File: config.mk
export PLATFORM = sky130hd
export DESIGN_NAME = hazard_ctrl
export DESIGN_NICKNAME = d
export VERILOG_FILES = /design/src/rtl/hazard_ctrl.sv
export SDC_FILE = /design/constraint.sdc
export NUM_CORES = 1
export LEC_CHECK = 0
export CAP_MARGIN = 20
export CORE_MARGIN = 5
export CORE_UTILIZATION = 36
export DETAILED_ROUTE_END_ITERATION = 8
export PLACE_DENSITY = 0.93
export SKIP_LAST_GASP = 1
export SYNTH_ARGS = -nofsm -noshare
export SYNTH_HDL_FRONTEND = slang
export SYNTH_SLANG_ARGS = --single-unit
File: constraint.sdc
create_clock -name vclk -period 3.3
set_input_delay 0.33 -clock vclk [all_inputs]
set_output_delay 0.33 -clock vclk [all_outputs]
set_load 0.02 [all_outputs]
File: src/rtl/hazard_ctrl.sv
// hazard_ctrl -- hazard and stall controller for the five-stage MIPS pipeline.
//
// Detects load-use, branch-compare and HI/LO (multiply/divide) hazards, drives
// the IF/ID and ID/EX stall/flush controls and the D/E forwarding selects, and
// sequences the multi-cycle multiply/divide unit.
//
// Configuration macro: HAZARD_MDU_EN
//   defined   : MDU busy FSM, 8-bit down-counter and mdstall are built.
//   undefined : no FSM/counter, MDBusy = 0, mdstall = 0; MDStartE, MDDivE and
//               MDUseD are ignored.
//
// Ports:
//   CLK, RST                       clock (rising edge), synchronous active-high reset
//   RsD, RtD / RsE, RtE            source registers of the instructions in D / E
//   WriteRegE/M/W, RegWriteE/M/W   destination register and write enable per stage
//   MemtoRegE, MemtoRegM           load instruction in E / M
//   BranchD, PCSrcD                register-compare in D, taken transfer in D
//   MDStartE, MDDivE, MDUseD       mult/div issue in E, div select, HI/LO user in D
//   StallF, StallD, FlushD, FlushE pipeline register controls
//   ForwardAD, ForwardBD           forward ALUOutM to the D comparator operands
//   ForwardAE, ForwardBE           E operand select: 00 regfile, 10 M, 01 W
//   MDBusy                         multiply/divide in progress
module hazard_ctrl #(
    parameter int MULT_CYCLES = 5,
    parameter int DIV_CYCLES  = 10
) (
    input  logic       CLK,
    input  logic       RST,
    input  logic [4:0] RsD,
    input  logic [4:0] RtD,
    input  logic [4:0] RsE,
    input  logic [4:0] RtE,
    input  logic [4:0] WriteRegE,
    input  logic [4:0] WriteRegM,
    input  logic [4:0] WriteRegW,
    input  logic       RegWriteE,
    input  logic       RegWriteM,
    input  logic       RegWriteW,
    input  logic       MemtoRegE,
    input  logic       MemtoRegM,
    input  logic       BranchD,
    input  logic       PCSrcD,
    input  logic       MDStartE,
    input  logic       MDDivE,
    input  logic       MDUseD,
    output logic       StallF,
    output logic       StallD,
    output logic       FlushD,
    output logic       FlushE,
    output logic       ForwardAD,
    output logic       ForwardBD,
    output logic [1:0] ForwardAE,
    output logic [1:0] ForwardBE,
    output logic       MDBusy
);

    // Counter load values: the counter runs N-1 .. 0, giving N busy cycles.
    localparam logic [7:0] MULT_LOAD = 8'(MULT_CYCLES - 1);
    localparam logic [7:0] DIV_LOAD  = 8'(DIV_CYCLES - 1);

    // Register 0 is hardwired to zero, so it never creates a dependency.
    function automatic logic matches_d(input logic [4:0] rs, input logic [4:0] rt,
                                       input logic [4:0] r);
        return (r != 5'd0) && ((rs == r) || (rt == r));
    endfunction

    function automatic logic [1:0] fwd_sel(input logic [4:0] src);
        if (RegWriteM && (src != 5'd0) && (src == WriteRegM))
            return 2'b10;
        else if (RegWriteW && (src != 5'd0) && (src == WriteRegW))
            return 2'b01;
        else
            return 2'b00;
    endfunction

    logic [1:0] fwd_ae;
    logic [1:0] fwd_be;
    logic       fwd_ad;
    logic       fwd_bd;
    logic       lw_stall;
    logic       branch_stall;
    logic       md_stall;
    logic       md_busy;
    logic       stall;

    always_comb begin
        fwd_ae = fwd_sel(RsE);
        fwd_be = fwd_sel(RtE);
        fwd_ad = RegWriteM && (RsD != 5'd0) && (RsD == WriteRegM);
        fwd_bd = RegWriteM && (RtD != 5'd0) && (RtD == WriteRegM);

        lw_stall     = MemtoRegE && matches_d(RsD, RtD, WriteRegE);
        branch_stall = BranchD &&
                       ((RegWriteE && matches_d(RsD, RtD, WriteRegE)) ||
                        (MemtoRegM && matches_d(RsD, RtD, WriteRegM)));
    end

`ifdef HAZARD_MDU_EN
    // MDU busy FSM
    //   state | meaning
    //   IDLE  | no mult/div outstanding; accepts MDStartE
    //   BUSY  | mult/div in progress; cnt counts remaining cycles down to 0
    typedef enum logic {IDLE = 1'b0, BUSY = 1'b1} md_state_t;

    md_state_t  state;
    md_state_t  state_next;
    logic [7:0] cnt;
    logic [7:0] cnt_next;

    always_ff @(posedge CLK) begin
        if (RST) begin
            state <= IDLE;
            cnt   <= 8'd0;
        end else begin
            state <= state_next;
            cnt   <= cnt_next;
        end
    end

    // A start while BUSY is deliberately dropped: the D-stage stall keeps a
    // legal pipeline from ever issuing one.
    always_comb begin
        state_next = state;
        cnt_next   = cnt;
        case (state)
            IDLE: begin
                if (MDStartE) begin
                    state_next = BUSY;
                    cnt_next   = MDDivE ? DIV_LOAD : MULT_LOAD;
                end
            end
            BUSY: begin
                if (cnt != 8'd0)
                    cnt_next = cnt - 8'd1;
                else
                    state_next = IDLE;
            end
            default: state_next = IDLE;
        endcase
    end

    always_comb begin
        md_busy  = (state == BUSY);
        md_stall = MDUseD && (md_busy || MDStartE);
    end
`else
    assign md_busy  = 1'b0;
    assign md_stall = 1'b0;
    wire   md_unused = &{1'b0, MDStartE, MDDivE, MDUseD, MULT_LOAD, DIV_LOAD};
`endif

    assign stall = lw_stall | branch_stall | md_stall;

    // Reset overrides everything so the pipeline registers are cleared while
    // held, regardless of what the datapath presents.
    always_comb begin
        if (RST) begin
            StallF    = 1'b0;
            StallD    = 1'b0;
            FlushD    = 1'b1;
            FlushE    = 1'b1;
            ForwardAD = 1'b0;
            ForwardBD = 1'b0;
            ForwardAE = 2'b00;
            ForwardBE = 2'b00;
            MDBusy    = 1'b0;
        end else begin
            StallF    = stall;
            StallD    = stall;
            FlushE    = stall;
            FlushD    = PCSrcD && !stall;
            ForwardAD = fwd_ad;
            ForwardBD = fwd_bd;
            ForwardAE = fwd_ae;
            ForwardBE = fwd_be;
            MDBusy    = md_busy;
        end
    end

endmodule

### Yosys cells after proc, flatten, opt, wreduce, memory -nomap -nowiden

Cells that the tools add are included.

* register bits after elaboration: 0
* bits of input ports: 47
* output and inout port bits: 11

* reduce and logical (&&, ||, !) cells: 29
* bitwise gates (word level): 1
* equal/unequal tests: 8
* muxes and demuxes: 11

Operators by type and width (count)
* equality test 5 bit: 8
* nonzero test 5 bit: 6
* logical AND 1 bit: 19
* two-way mux 2 bit: 4
* two-way mux 1 bit: 7
* logical OR 1 bit: 3
* logical NOT 1 bit: 1
* bitwise OR 1 bit: 1

### Depth between registers and ports, before layout

Gate-level depths: netlist (run 1).

* word-level depth: 10
* depth in mapped cells: 7

### Worst setup path after synthesis (run 1)

No wires, ideal clock.

* kind: input -> output
* from: input port RsE[1]
* to: output port ForwardAE[0]
* setup slack: 1.226 ns
* stages: 4
* required time: 2.970 ns
* data arrival time: 1.744 ns
* path buffers: 0
* cells stage by stage: or4_1 nor2_1 nor4_1 nor4_1

* longest elaborated chain between the ends: 6
* elaborated cells between the ends (all ways): 10

Ends and longest elaborated chain
* start, declared: line 31 `input logic [4:0] RsE,`
* nonzero test 5 bit: line 68, 70
* logical AND 1 bit (2 in a row): line 70 `else if (RegWriteW && (src != 5'd0) && (src == WriteRegW))`
* two-way mux 1 bit: line 70
* two-way mux 2 bit *: line 68 `if (RegWriteM && (src != 5'd0) && (src == WriteRegM))`
* two-way mux 2 bit *: line 157 `if (RST) begin`
* end, declared: line 52 `output logic [1:0] ForwardAE,`

Every way passes the cells marked *; elsewhere a longest branch is shown, timed or not.

### Final worst setup path (run 1)

* from: input port WriteRegM[1]
* to: output port FlushE

* longest elaborated chain between the ends: 8
* elaborated cells between the ends (all ways): 10

Ends and longest elaborated chain
* start, declared: line 34 `input logic [4:0] WriteRegM,`
* equality test 5 bit: line 64 `return (r != 5'd0) && ((rs == r) || (rt == r));`
* logical OR 1 bit: line 64
* logical AND 1 bit *: line 64
* logical AND 1 bit *: line 95 `(MemtoRegM && matches_d(RsD, RtD, WriteRegM)));`
* logical OR 1 bit *: line 94 `((RegWriteE && matches_d(RsD, RtD, WriteRegE)) ||`
* logical AND 1 bit *: line 93 `branch_stall = BranchD &&`
* bitwise OR 1 bit *: line 152 `assign stall = lw_stall | branch_stall | md_stall;`
* two-way mux 1 bit *: line 157
* end, declared: line 49 `output logic FlushE,`

Marked as above.

==> results.md, run 1 <==
* Final WL at 2.255 mm
* Num sequential at 0
* Met1 usage at 0.1900
* Fin crit share at 0.8693
* Post_cts resized at 0
* CLK BUF at 0
* Post-DP HPWL at 2.061 mm
* DRC viols at 0
* Synth warn at 0
* Fin nets at 187
* Sequential cell area at 0 µm²
* Mapped Nets at 139
* Initial Utilization at 0.3835
* Number of global-route vias before repair at 801
* Via count at 785
* Commonest non-fill, non-tap cell in the layout: clkdlybuf4s50_1
* Slew Limit Fails at 0
* Highest-count cells in the layout ignoring fill and taps: clkdlybuf4s50_1 (53), xnor2_1 (24), xor2_1 (16)
* GRT Max-Usage Layer: met2
* Std-Cell Rows at 15
* Post-CTS Hold Buffers at 0
* Syn_area_per_cell at 7.276 µm²
* Core Box Area at 0.001745 mm²
* Final Setup Violations at 0
* Non-filler cells, final at 163
* Result of the run: finished clean
* Largest net degree at the start of global routing at 6
* Share of layout cells above drive strength 1 at 0.02899
* Post-DR wirelength/cell at 13.83 µm
* Synth top area cells: xnor2_1 (31%), xor2_1 (21%), or4_1 (5.6%)
* CP arrival at 2.54 ns
* Initial DRT Pass Iterations at 4
* Post-synth top area cell: xnor2_1
* Startpoint class of the critical path: input port
* Post-synth top area share at 0.3140
* Layout area overhead at 76.45%
* # Post-CTS Setup Buffers at 0
* Seq/Total Area, Yosys at 0
* HP Class: in2out
* Max_cap viols at 0
* Routability cong. at 0.8831
* DRT iter0 DRCs at 5
* CP Capture Type: output pin
* VDD IR max at 0.00005968 V
* Fraction of met2 tracks used by global routing at 0.3079
* Pwr Density at 120.3 mW/mm²
* Post-Place Cells at 163
* Netlist cell types at 26
* Crit path required time at 2.97 ns
* Die Y at 53.12 µm
* Die X at 53.12 µm
* RSZ-0062 raised after global routing: false
* Gate Count Post-Synth at 92
* I/O Buffers at 53
* Routed Antenna Nets at 0
* Crit path max fanout at 5
* Endpoints failing hold at 0
* DIE AREA at 0.002822 mm²
* Dpl ws at 0.4219 ns
* Initial antenna violation count at 0
* Met3 track demand over resource at 0.008451
* Synthesized area at 669.4 µm²
* I/O pins at 58
* GRT Residual Overflow at 0
* First-pass GRT wire length at 3.422 mm
* Instance area at placement at 0.001181 mm²
* Crit Path Class: in2out
* Vias/cell at 4.816
* WHS Path Cells at 4
* Worst setup margin at 0.4314 ns
* Final min period at 2.869 ns
* Setup tns final at 0 ns
* Total Routing Usage GR at 0.1550
* Fmax at 348.6 MHz
* Antenna fix cells at 0
* Finished Cell Area at 0.001181 mm²
* Pleak at 0.3930 nW
-- per-stage QoR --
| stage | utilization | total power [mW] | hold slack (ns) |
|---|---|---|---|
| finish | 0.6767 | 0.1420 | 1.716 |
| global placement | 0.6767 | 0.1376 | 1.703 |
| detailed placement | 0.6767 | 0.1420 | 1.714 |
| floorplan | - | 0.06683 | 0.8147 |
| CTS | 0.6767 | 0.1424 | 1.722 |
| global route | 0.6767 | 0.1527 | 1.749 |
-- cell families after synthesis --
logic type | count (synthesis) | synth area share
simple gates | 36 | 0.3121
xor+xnor | 40 | 0.5234
buf+inv | 9 | 0.08597
other cells | 1 | 0.005602
compound gates | 6 | 0.07290
-- per-layer routing --
layer / share of wire / up-vias
met1: 0.40 / 359
li1: - / 407
met5: 0 / -
met4: 0 / 0
met3: 0.047 / 0
met2: 0.55 / 19
-- critical path: stages --
cell and delay [ns]:
clkdlybuf4s50_1 0.55, or4_4 0.60, o211ai_2 0.16, a21oi_2 0.06, or3_1 0.30, clkdlybuf4s50_1 0.54
-- cell type report --
type | instances | area, µm²
multi-input combinational | 83 | 611.8
fill | 139 | 564.3
timing repair buffer | 53 | 530.5
tap | 25 | 31.28
inverter | 2 | 7.507
-- path summary, 6_finish.rpt --
path / from / end / slack, ns
setup / recovery: WriteRegM[1] / FlushE / 0.43
hold / removal: PCSrcD / FlushD / 1.72
-- cell usage after synthesis --
library cell   n
or4_1          5
clkbuf_2       1
or4_4          1
nor3_1         6
a21oi_2        1
nor4_1         4
buf_6          2
nor2_1         5
a211oi_1       1
a21oi_1        1
xor2_1        16
buf_4          2
nor2b_1        1
o21a_1         1
o31ai_1        1
inv_1          2
and2_1         2
xnor2_1       24
conb_1         1
nand3_1        3
o211ai_2       1
clkbuf_1       2
nand2_1        3
nand3_2        1
or3_1          1
nand4_1        4
-- where the power goes --
group,switching (mW),internal (mW),total (mW)
combinational,0.0582,0.0838,0.142
sequential,0,0,0
clock,0,0,0
total,0.0582,0.0838,0.142
Note: power is estimated with default switching activity, not from simulation.
==> run 2, diff against run 1 <==
--- a/config.mk
+++ b/config.mk
@@ -6,11 +6,12 @@
 export NUM_CORES = 1
 export LEC_CHECK = 0
 export CAP_MARGIN = 20
+export CELL_PAD_IN_SITES_DETAIL_PLACEMENT = 1
+export CELL_PAD_IN_SITES_GLOBAL_PLACEMENT = 2
 export CORE_MARGIN = 5
-export CORE_UTILIZATION = 36
+export CORE_UTILIZATION = 17
 export DETAILED_ROUTE_END_ITERATION = 8
 export PLACE_DENSITY = 0.93
-export SKIP_LAST_GASP = 1
 export SYNTH_ARGS = -nofsm -noshare
 export SYNTH_HDL_FRONTEND = slang
 export SYNTH_SLANG_ARGS = --single-unit
==> results.md, run 2 (synthesis gave the netlist of run 1 again) <==
* Startpoint class of the critical path: input port
* Std-Cell Rows at 22 (+7)
* Met3 track demand over resource at 0.009642 (+0.001191)
* Antenna fix cells at 0 (unchanged)
* Initial Utilization at 0.1788 (-0.2047)
* Pwr Density at 118.5 mW/mm² (-1.4%)
* Sequential cell area at 0 µm² (unchanged)
* Result of the run: finished clean
* DRC viols at 0 (unchanged)
* DIE AREA at 0.005293 mm² (+88%)
* Setup tns final at 0 ns (unchanged)
* Crit-path cells: clkdlybuf4s50_1 -> or4_1 -> nor2_1 -> nor4_1 -> nor4_1 -> clkdlybuf4s50_1
* Fin crit share at 0.8882 (+0.01892)
* GRT Residual Overflow at 0 (unchanged)
* Die X at 72.75 µm (+37%)
* Post_cts resized at 0 (unchanged)
* CP Capture Type: output pin
* Filler instances at 478 (+240%)
* Crit path required time at 2.97 ns (about the same)
* Final min period at 2.931 ns (+0.06244 ns)
* Initial DRT Pass Iterations at 3 (-1)
* Routed Antenna Nets at 0 (unchanged)
* Routability cong. at 0.8133 (-7.9%)
* Max_cap viols at 0 (unchanged)
* Vias/cell at 4.250 (-12%)
* Via count at 799 (+1.8%)
* DRT iter0 DRCs at 10 (+5)
* Fmax at 341.2 MHz (-2.1%)
* Fin nets at 189 (+1.1%)
* Crit path buffers/inverters at 2 (unchanged)
* Met1 usage at 0.1257 (-0.06429)
* # Post-CTS Setup Buffers at 0 (unchanged)
* Num sequential at 0 (unchanged)
* CP arrival at 2.60 ns (+0.06 ns)
* Number of global-route vias before repair at 923 (+15%)
* Slew Limit Fails at 0 (unchanged)
* Post-CTS Hold Buffers at 0 (unchanged)
* Share of layout cells above drive strength 1 at 0.04286 (+0.01387)
* HP Class: in2out
* Final WL at 2.601 mm (+15%)
* Fraction of met2 tracks used by global routing at 0.1904 (-0.1175)
* GRT Max-Usage Layer: met2
* Commonest non-fill, non-tap cell in the layout: clkdlybuf4s50_1
* RSZ-0062 raised after global routing: false
* Crit path max fanout at 3 (-2)
* Pleak at 0.4026 nW (+2.4%)
* Total Routing Usage GR at 0.09932 (-0.05569)
* Final Setup Violations at 0 (unchanged)
* Critical path's top delay family: buffers and inverters
* VDD IR max at 0.00003798 V (-36%)
* Core Util, Final at 0.3272 (-0.3495)
* Die Y at 72.75 µm (+37%)
* Initial antenna violation count at 0 (unchanged)
* Crit path largest cell delay at 0.67 ns (+0.07 ns)
* First-pass GRT wire length at 4.360 mm (+27%)
* Largest net degree at the start of global routing at 6 (unchanged)
* Layout area overhead at 82.99%
* Post-DR wirelength/cell at 13.84 µm (about the same)
* Core Box Area at 0.003744 mm² (+110%)
* Post-DP HPWL at 2.441 mm (+18%)
* Endpoints failing hold at 0 (unchanged)
* Highest-count cells in the layout ignoring fill and taps: clkdlybuf4s50_1 (53), xnor2_1 (24), xor2_1 (16)
* CP max stage cell: clkdlybuf4s50_1
* I/O pins at 58 (unchanged)
* CLK BUF at 0 (unchanged)
* I/O Buffers at 53 (unchanged)
* Crit Path Class: in2out
## run 2: cell types whose count changed in the layout (fill, tap and decap cells not counted)
| cell | change |
|---|---|
| buf_4 | +2 |
## run 2: per-stage QoR
stage | worst slack, ns | hold WS [ns] | total power [mW] | instance area [µm²] | cells
final | 0.3690 | 1.709 | 0.1452 | 1225 | 188
after global routing | 0.2253 | 1.737 | 0.1574 | 1225 | 188
after CTS | 0.3770 | 1.710 | 0.1471 | 1225 | 188
after detailed placement | 0.3813 | 1.713 | 0.1466 | 1225 | 188
after global placement | 0.3823 | 1.713 | 0.1430 | 1225 | 188
after floorplan | 1.226 | 0.8147 | 0.06683 | 669.4 | 92
## run 2: routing by layer
metal  routed length, µm  vias to the layer above  part of all wire
met4                   0                        0                 0
met3                 106                        0             0.041
met1                1112                      366              0.43
li1                    -                      411                 -
met5                   0                        -                 0
met2                1382                       22              0.53
## run 2: cell type report
type	instances	area, µm²	share of cell area
tap	48	60.06	0.04903
timing repair buffer	55	545.5	0.4454
inverter	2	7.507	0.006129
multi-input combinational	83	611.8	0.4995
## run 2: worst min-delay path, cell delays in order
cell             delay (ns)
clkdlybuf4s50_1        0.40
inv_1                  0.05
o31ai_1                0.07
clkdlybuf4s50_1        0.53
## run 2: final timing paths
path | startpoint | end | slack, ns | depth (start not counted)
worst max-delay path | RtE[1] | ForwardBE[0] | 0.37 | 6
worst min-delay path | PCSrcD | FlushD | 1.71 | 4
## run 2: where the power goes
part	internal, mW	leakage [nW]	switching (mW)	total, mW
clock network	0	0	0	0
logic	0.0855	0.403	0.0597	0.145
registers	0	0	0	0
total	0.0855	0.403	0.0597	0.145
